### config.mk
export PLATFORM = sky130hd
export DESIGN_NAME = sevenseg_capture
export DESIGN_NICKNAME = d
export VERILOG_FILES = /design/src/rtl/sevenseg_capture.sv
export SDC_FILE = /design/constraint.sdc
export NUM_CORES = 1
export LEC_CHECK = 0
export CAP_MARGIN = 20
export CORE_MARGIN = 4
export CORE_UTILIZATION = 59
export DETAILED_ROUTE_END_ITERATION = 10
export PLACE_DENSITY = 0.95
export SETUP_SLACK_MARGIN = 0.5
export SYNTH_ARGS = -nofsm -noshare
export SYNTH_HDL_FRONTEND = slang
export SYNTH_SLANG_ARGS = --single-unit
export TNS_END_PERCENT = 30
### constraint.sdc
create_clock -name clk -period 5.4 [get_ports clk]
set_input_delay 1.08 -clock clk [delete_from_list [all_inputs] [get_ports clk]]
set_output_delay 1.08 -clock clk [all_outputs]
set_load 0.02 [all_outputs]
### src/rtl/sevenseg_capture.sv
`timescale 1ns/1ps
// sevenseg_capture
//   Receive side of a multiplexed 8-digit seven-segment interface. Samples the
//   anode, segment and decimal-point lines, waits for the anode to settle, and
//   decodes the segment pattern back into a BCD nibble for the selected digit.
//
// Ports
//   clk        system clock
//   rst        asynchronous reset, active-low
//   an_l       anode enables, active-low, bit i selects digit i
//   segs_l     segment lines, active-low, bit0=a .. bit6=g
//   dp_l       decimal point, active-low
//   d0..d7     decoded digit values
//   dp         decimal point per digit, active-high
//   valid      per-digit flag: last capture of that digit decoded cleanly
//   frame_done one-cycle pulse when all 8 digits have been captured
//   err        one-cycle pulse on an illegal pattern or multi-hot anode
module sevenseg_capture #(
  parameter int unsigned STABLE_CYCLES = 4
) (
  input  logic       clk,
  input  logic       rst,
  input  logic [7:0] an_l,
  input  logic [6:0] segs_l,
  input  logic       dp_l,
  output logic [3:0] d0,
  output logic [3:0] d1,
  output logic [3:0] d2,
  output logic [3:0] d3,
  output logic [3:0] d4,
  output logic [3:0] d5,
  output logic [3:0] d6,
  output logic [3:0] d7,
  output logic [7:0] dp,
  output logic [7:0] valid,
  output logic       frame_done,
  output logic       err
);

  localparam logic [7:0] STB = STABLE_CYCLES[7:0];

  typedef enum logic [1:0] {IDLE, SETTLE, HELD} state_t;

  // Input synchronizers (idle-high so reset looks like "no digit selected")
  logic [7:0] an_m, a_s;
  logic [6:0] seg_m, s_s;
  logic       dp_m, p_s;

  always_ff @(posedge clk or negedge rst) begin
    if (!rst) begin
      an_m  <= '1;
      a_s   <= '1;
      seg_m <= '1;
      s_s   <= '1;
      dp_m  <= 1'b1;
      p_s   <= 1'b1;
    end else begin
      an_m  <= an_l;
      a_s   <= an_m;
      seg_m <= segs_l;
      s_s   <= seg_m;
      dp_m  <= dp_l;
      p_s   <= dp_m;
    end
  end

  // Anode classification
  logic [7:0] sel;
  logic       is_zero, is_multi, is_one;
  logic [2:0] sel_k;

  always_comb begin
    sel      = ~a_s;
    is_zero  = (sel == 8'h00);
    is_multi = ((sel & (sel - 8'd1)) != 8'h00);
    is_one   = !is_zero && !is_multi;
    sel_k    = 3'd0;
    for (int unsigned i = 0; i < 8; i++) begin
      if (sel[i]) sel_k = i[2:0];
    end
  end

  // FSM
  state_t     state, state_nx;
  logic [2:0] cur_k, k_nx;
  logic [7:0] cnt, cnt_nx;
  logic       capture, multi_err, prev_multi;
  logic       start_new, count_up;

  always_ff @(posedge clk or negedge rst) begin
    if (!rst) begin
      state <= IDLE;
      cur_k <= '0;
      cnt   <= '0;
    end else begin
      state <= state_nx;
      cur_k <= k_nx;
      cnt   <= cnt_nx;
    end
  end

  always_comb begin
    state_nx  = state;
    k_nx      = cur_k;
    cnt_nx    = cnt;
    capture   = 1'b0;
    start_new = 1'b0;
    count_up  = 1'b0;
    // A held multi-hot anode reports once, on entry
    multi_err = is_multi && !prev_multi;

    unique case (state)
      IDLE: begin
        if (is_one) start_new = 1'b1;
      end
      SETTLE: begin
        if (is_one) begin
          if (sel_k == cur_k) count_up = 1'b1;
          else                start_new = 1'b1;
        end else begin
          state_nx = IDLE;
        end
      end
      HELD: begin
        if (is_one) begin
          if (sel_k != cur_k) start_new = 1'b1;
        end else begin
          state_nx = IDLE;
        end
      end
      default: state_nx = IDLE;
    endcase

    // Loading a new digit counts as its first stable sample, so a threshold
    // of 1 captures on the very edge the digit appears.
    if (start_new) begin
      k_nx   = sel_k;
      cnt_nx = 8'd1;
      if (STB == 8'd1) begin
        capture  = 1'b1;
        state_nx = HELD;
      end else begin
        state_nx = SETTLE;
      end
    end else if (count_up) begin
      cnt_nx = cnt + 8'd1;
      if (cnt + 8'd1 == STB) begin
        capture  = 1'b1;
        state_nx = HELD;
      end
    end
  end

  // Segment decode (active-high gfedcba)
  logic [6:0] pat;
  logic [3:0] dec_val;
  logic       dec_ok;

  always_comb begin
    pat     = ~s_s;
    dec_ok  = 1'b1;
    dec_val = 4'h0;
    unique case (pat)
      7'h3F: dec_val = 4'd0;
      7'h06: dec_val = 4'd1;
      7'h5B: dec_val = 4'd2;
      7'h4F: dec_val = 4'd3;
      7'h66: dec_val = 4'd4;
      7'h6D: dec_val = 4'd5;
      7'h7D: dec_val = 4'd6;
      7'h07: dec_val = 4'd7;
      7'h7F: dec_val = 4'd8;
      7'h6F: dec_val = 4'd9;
      7'h00: dec_val = 4'hF;
      default: dec_ok = 1'b0;
    endcase
  end

  // Captured digit storage and frame tracking
  logic [3:0] dig [8];
  logic [7:0] seen, cap_bit, seen_nx;

  always_comb begin
    cap_bit = 8'b1 << k_nx;
    seen_nx = seen | cap_bit;
  end

  always_ff @(posedge clk or negedge rst) begin
    if (!rst) begin
      for (int unsigned i = 0; i < 8; i++) dig[i] <= '0;
      dp         <= '0;
      valid      <= '0;
      seen       <= '0;
      frame_done <= 1'b0;
      err        <= 1'b0;
      prev_multi <= 1'b0;
    end else begin
      prev_multi <= is_multi;
      err        <= multi_err || (capture && !dec_ok);
      frame_done <= 1'b0;
      if (capture) begin
        if (dec_ok) dig[k_nx] <= dec_val;
        valid[k_nx] <= dec_ok;
        dp[k_nx]    <= ~p_s;
        if (seen_nx == 8'hFF) begin
          frame_done <= 1'b1;
          seen       <= '0;
        end else begin
          seen <= seen_nx;
        end
      end
    end
  end

  assign d0 = dig[0];
  assign d1 = dig[1];
  assign d2 = dig[2];
  assign d3 = dig[3];
  assign d4 = dig[4];
  assign d5 = dig[5];
  assign d6 = dig[6];
  assign d7 = dig[7];

endmodule

==> results.txt <==
Outcome - finished, final reports clean
Filler-free cell count of the finished design - 546
Comb power frac - 0.140
Placed wire-length estimate - 7640 µm
Via count - 3418
Fin crit share - 0.681
TritonCTS Sinks - 104
P_sw - 494 µW
Syn nets - 404
CTS Buffer Depth - 2
Starting Density - 0.610
Number of synthesized register bits - 104
Setup TNS - 0 ns
Area delta synth->final - 18.5%
Max-slew violations - 0
CP Cell Sequence - and4_1, nand4_1, a31oi_1, o311a_1, buf_4, mux2i_4, nand4b_1, mux2_2
Vias/cell - 6.26
Row cnt - 32
CTS tree - yes
Final core utilization - 0.723
Setup Crit Path Kind - flop to flop
# DRC - 0
LEAKAGE - 2.50 nW
Worst Setup End Kind - flop
Setup Skew - 0.0132 ns
Placed Cells incl. Taps - 530
CTS Hold Bufs - 0
Seq/Total Area, Yosys - 0.554
DIE WIDTH - 97.9 µm
Root Buffer - clkbuf_8
WL/cell - 21.1 µm
Hold Fails Final Rpt - 0
CP max stage delay - 0.65 ns
Num CTS Buffers - 9
Sw Share - 0.305
TritonRoute pass-1 iters - 6
Slew headroom - 0.287
Power Dens Cells - 287 nW/µm²
Clk slew on worst S/H paths - 0.10 ns
Routability cong. - 0.909
Clk pwr share - 0.308
Routed Antenna Nets - 0
Antenna diode count - 0
Yosys cell types - 72
Nets - 462
Mapped Area - 4770 µm²
Sequential power share - 0.552
Grt ovf - 0
Boundary Pins - 68
Post-CTS setup buffers - 0
Layout cells sized above 1 - 0.216
Post_cts resized - 0
First-pass GRT wire length - 19100 µm
Critical path arrival - 3.93 ns
Max cap viols - 0
1st-iter DRT viols - 423
Ys async rst share - 1.00
Die Height - 97.9 µm
Cell-internal power - 1.13 mW
Worst VDD drop - 212 µV
Port Buffers - 67
Global Route Usage Sum - 0.248
RSZ-0062 raised after global routing - false
Area of the core - 7810 µm²
Crit-path max FO - 15
Crit-path slowest cell - dfstp_2
YS warnings - 0
Ys flop type - dfrtp_1
Hold Path Class - flop to flop
Sequential Area - 2640 µm²
Worst skew pair latency - 0.37 ns
Synthesized instance count - 381
CP Launch Type - flop
Final Power - 1.62 mW
Largest net degree at the start of global routing - 54
Die area - 9580 µm²
Min Hold Slack - 0.357 ns
Fillers - 451
Multi-input logic area - 1900 µm²
Required @ worst endpoint - 5.66 ns
Worst Tran Pin Value - 1.05 ns
Antenna violations before repair - 0
H-tree Lvls - 3
Final Setup Violations - 0
Vias in the first global route - 3744
Number of enable flip-flop cells after synthesis - 0
Tmin final - 3.68 ns
WL final - 11500 µm
Avg Cell Area, Syn - 12.5 µm²
Fmax achieved - 272 MHz
cell type report:
type / count / area share
flip-flops and latches: 104 / 0.468
multi-input cells: 231 / 0.337
repair buffers: 69 / 0.121
well taps: 102 / 0.0226
clock buffers: 9 / 0.0219
inverters: 24 / 0.0160
clock inverters: 7 / 0.0137
cell usage after synthesis, types with 4 or more instances:
master | number | area [µm²]
mux2_2 | 20 | 225
nand2_1 | 16 | 60.1
nor2_1 | 20 | 75.1
buf_2 | 10 | 50.1
inv_1 | 24 | 90.1
nand3_1 | 11 | 55.1
buf_4 | 4 | 30.0
ha_1 | 5 | 62.6
a31oi_1 | 6 | 37.5
mux2_1 | 16 | 180
dfstp_2 | 32 | 841
mux2i_1 | 11 | 110
nand4_1 | 7 | 43.8
dfrtp_1 | 72 | 1800
xor2_1 | 5 | 43.8
nor2b_1 | 5 | 31.3
and2_1 | 4 | 25.0
nand2b_1 | 4 | 25.0
clkbuf_1 | 4 | 15.0
o21ai_0 | 6 | 30.0
a21oi_1 | 13 | 65.1
nor4_1 | 6 | 37.5
or3_1 | 4 | 25.0
cell usage in the layout, fill, tap and decap left out, drive strengths merged, types with 4 or more instances in the layout:
cell type / instances
dfrtp: 72
clkdlybuf4s50: 66
mux2: 37
dfstp: 32
inv: 27
nor2: 21
nand2: 16
nand3: 14
mux2i: 14
a21oi: 13
nand4: 10
clkbuf: 9
nor4: 7
a31oi: 6
o21ai: 6
nor2b: 5
xor2: 5
ha: 5
and2: 5
nand2b: 4
or3: 4
or4b: 4
nand4b: 4
per-stage QoR:
stage | instance area (µm²) | setup WS [ns]
global route | 5650 | 1.55
detailed placement | 5440 | 1.84
global placement | 5440 | 1.96
CTS | 5650 | 1.77
finish | 5650 | 1.72
floorplan | 4770 | 2.63
logic make-up (layout without fill, tap and decap cells):
kind of cell    Yosys count  count (layout)  share of synthesized area
buf+inv                  46             109                     0.0467
xor+xnor                  8               8                     0.0147
simple gates            112             112                      0.163
mux                      51              51                      0.122
compound gates           55              55                     0.0864
fa+ha+maj                 5               5                     0.0131
flops                   104             104                      0.554
sequential cells by signal (all words and copies together) (netlist names), 2 cells and up:
signal and cells:
d7 4, d6 4, d2 4, state 2
d5 4, cnt 8, a_s 8, d3 4
valid 8, cur_k 3, d1 4, seen 8
dp 8, s_s 7, d4 4, an_m 8
d0 4, seg_m 7
power by group through the flow:
stage | logic, mW | clock network, mW | registers, mW
6_report | 0.227 | 0.499 | 0.896
5_1_grt | 0.246 | 0.531 | 0.904
4_1_cts | 0.226 | 0.492 | 0.893
3_5_place_dp | 0.220 | 0 | 0.907
3_3_place_gp | 0.210 | 0 | 0.903
2_1_floorplan | 0.218 | 0 | 0.849
final timing paths:
kind / to / depth (start not counted) / from / slack (ns)
min reg2reg: a_s[5] / 0 / an_m[5] / 0.36
min: a_s[5] / 0 / an_m[5] / 0.36
max: d6[3] / 8 / a_s[3] / 1.72
max reg2reg: d6[3] / 8 / a_s[3] / 1.72
min in group asynchronous: d3[3] / 1 / rst / 0.73
max in group asynchronous: d2[0] / 2 / rst / 3.61
per-layer routing:
layer,vias to the layer above,part of all wire,track usage
met5,-,0,0
met4,0,0.027,0.0863
met3,40,0.076,0.0750
met2,163,0.51,0.432
met1,1727,0.38,0.290
li1,1488,-,-
worst max-delay path: cells and delay by family, from the launching register on:
| kind | cells | cell delay [ns] |
|---|---|---|
| compound gates | 2 | 0.92 |
| mux | 2 | 0.77 |
| buf+inv | 1 | 0.34 |
| simple gates | 3 | 0.88 |
| flops | 1 | 0.65 |
Power figures use the tool's default switching activity.
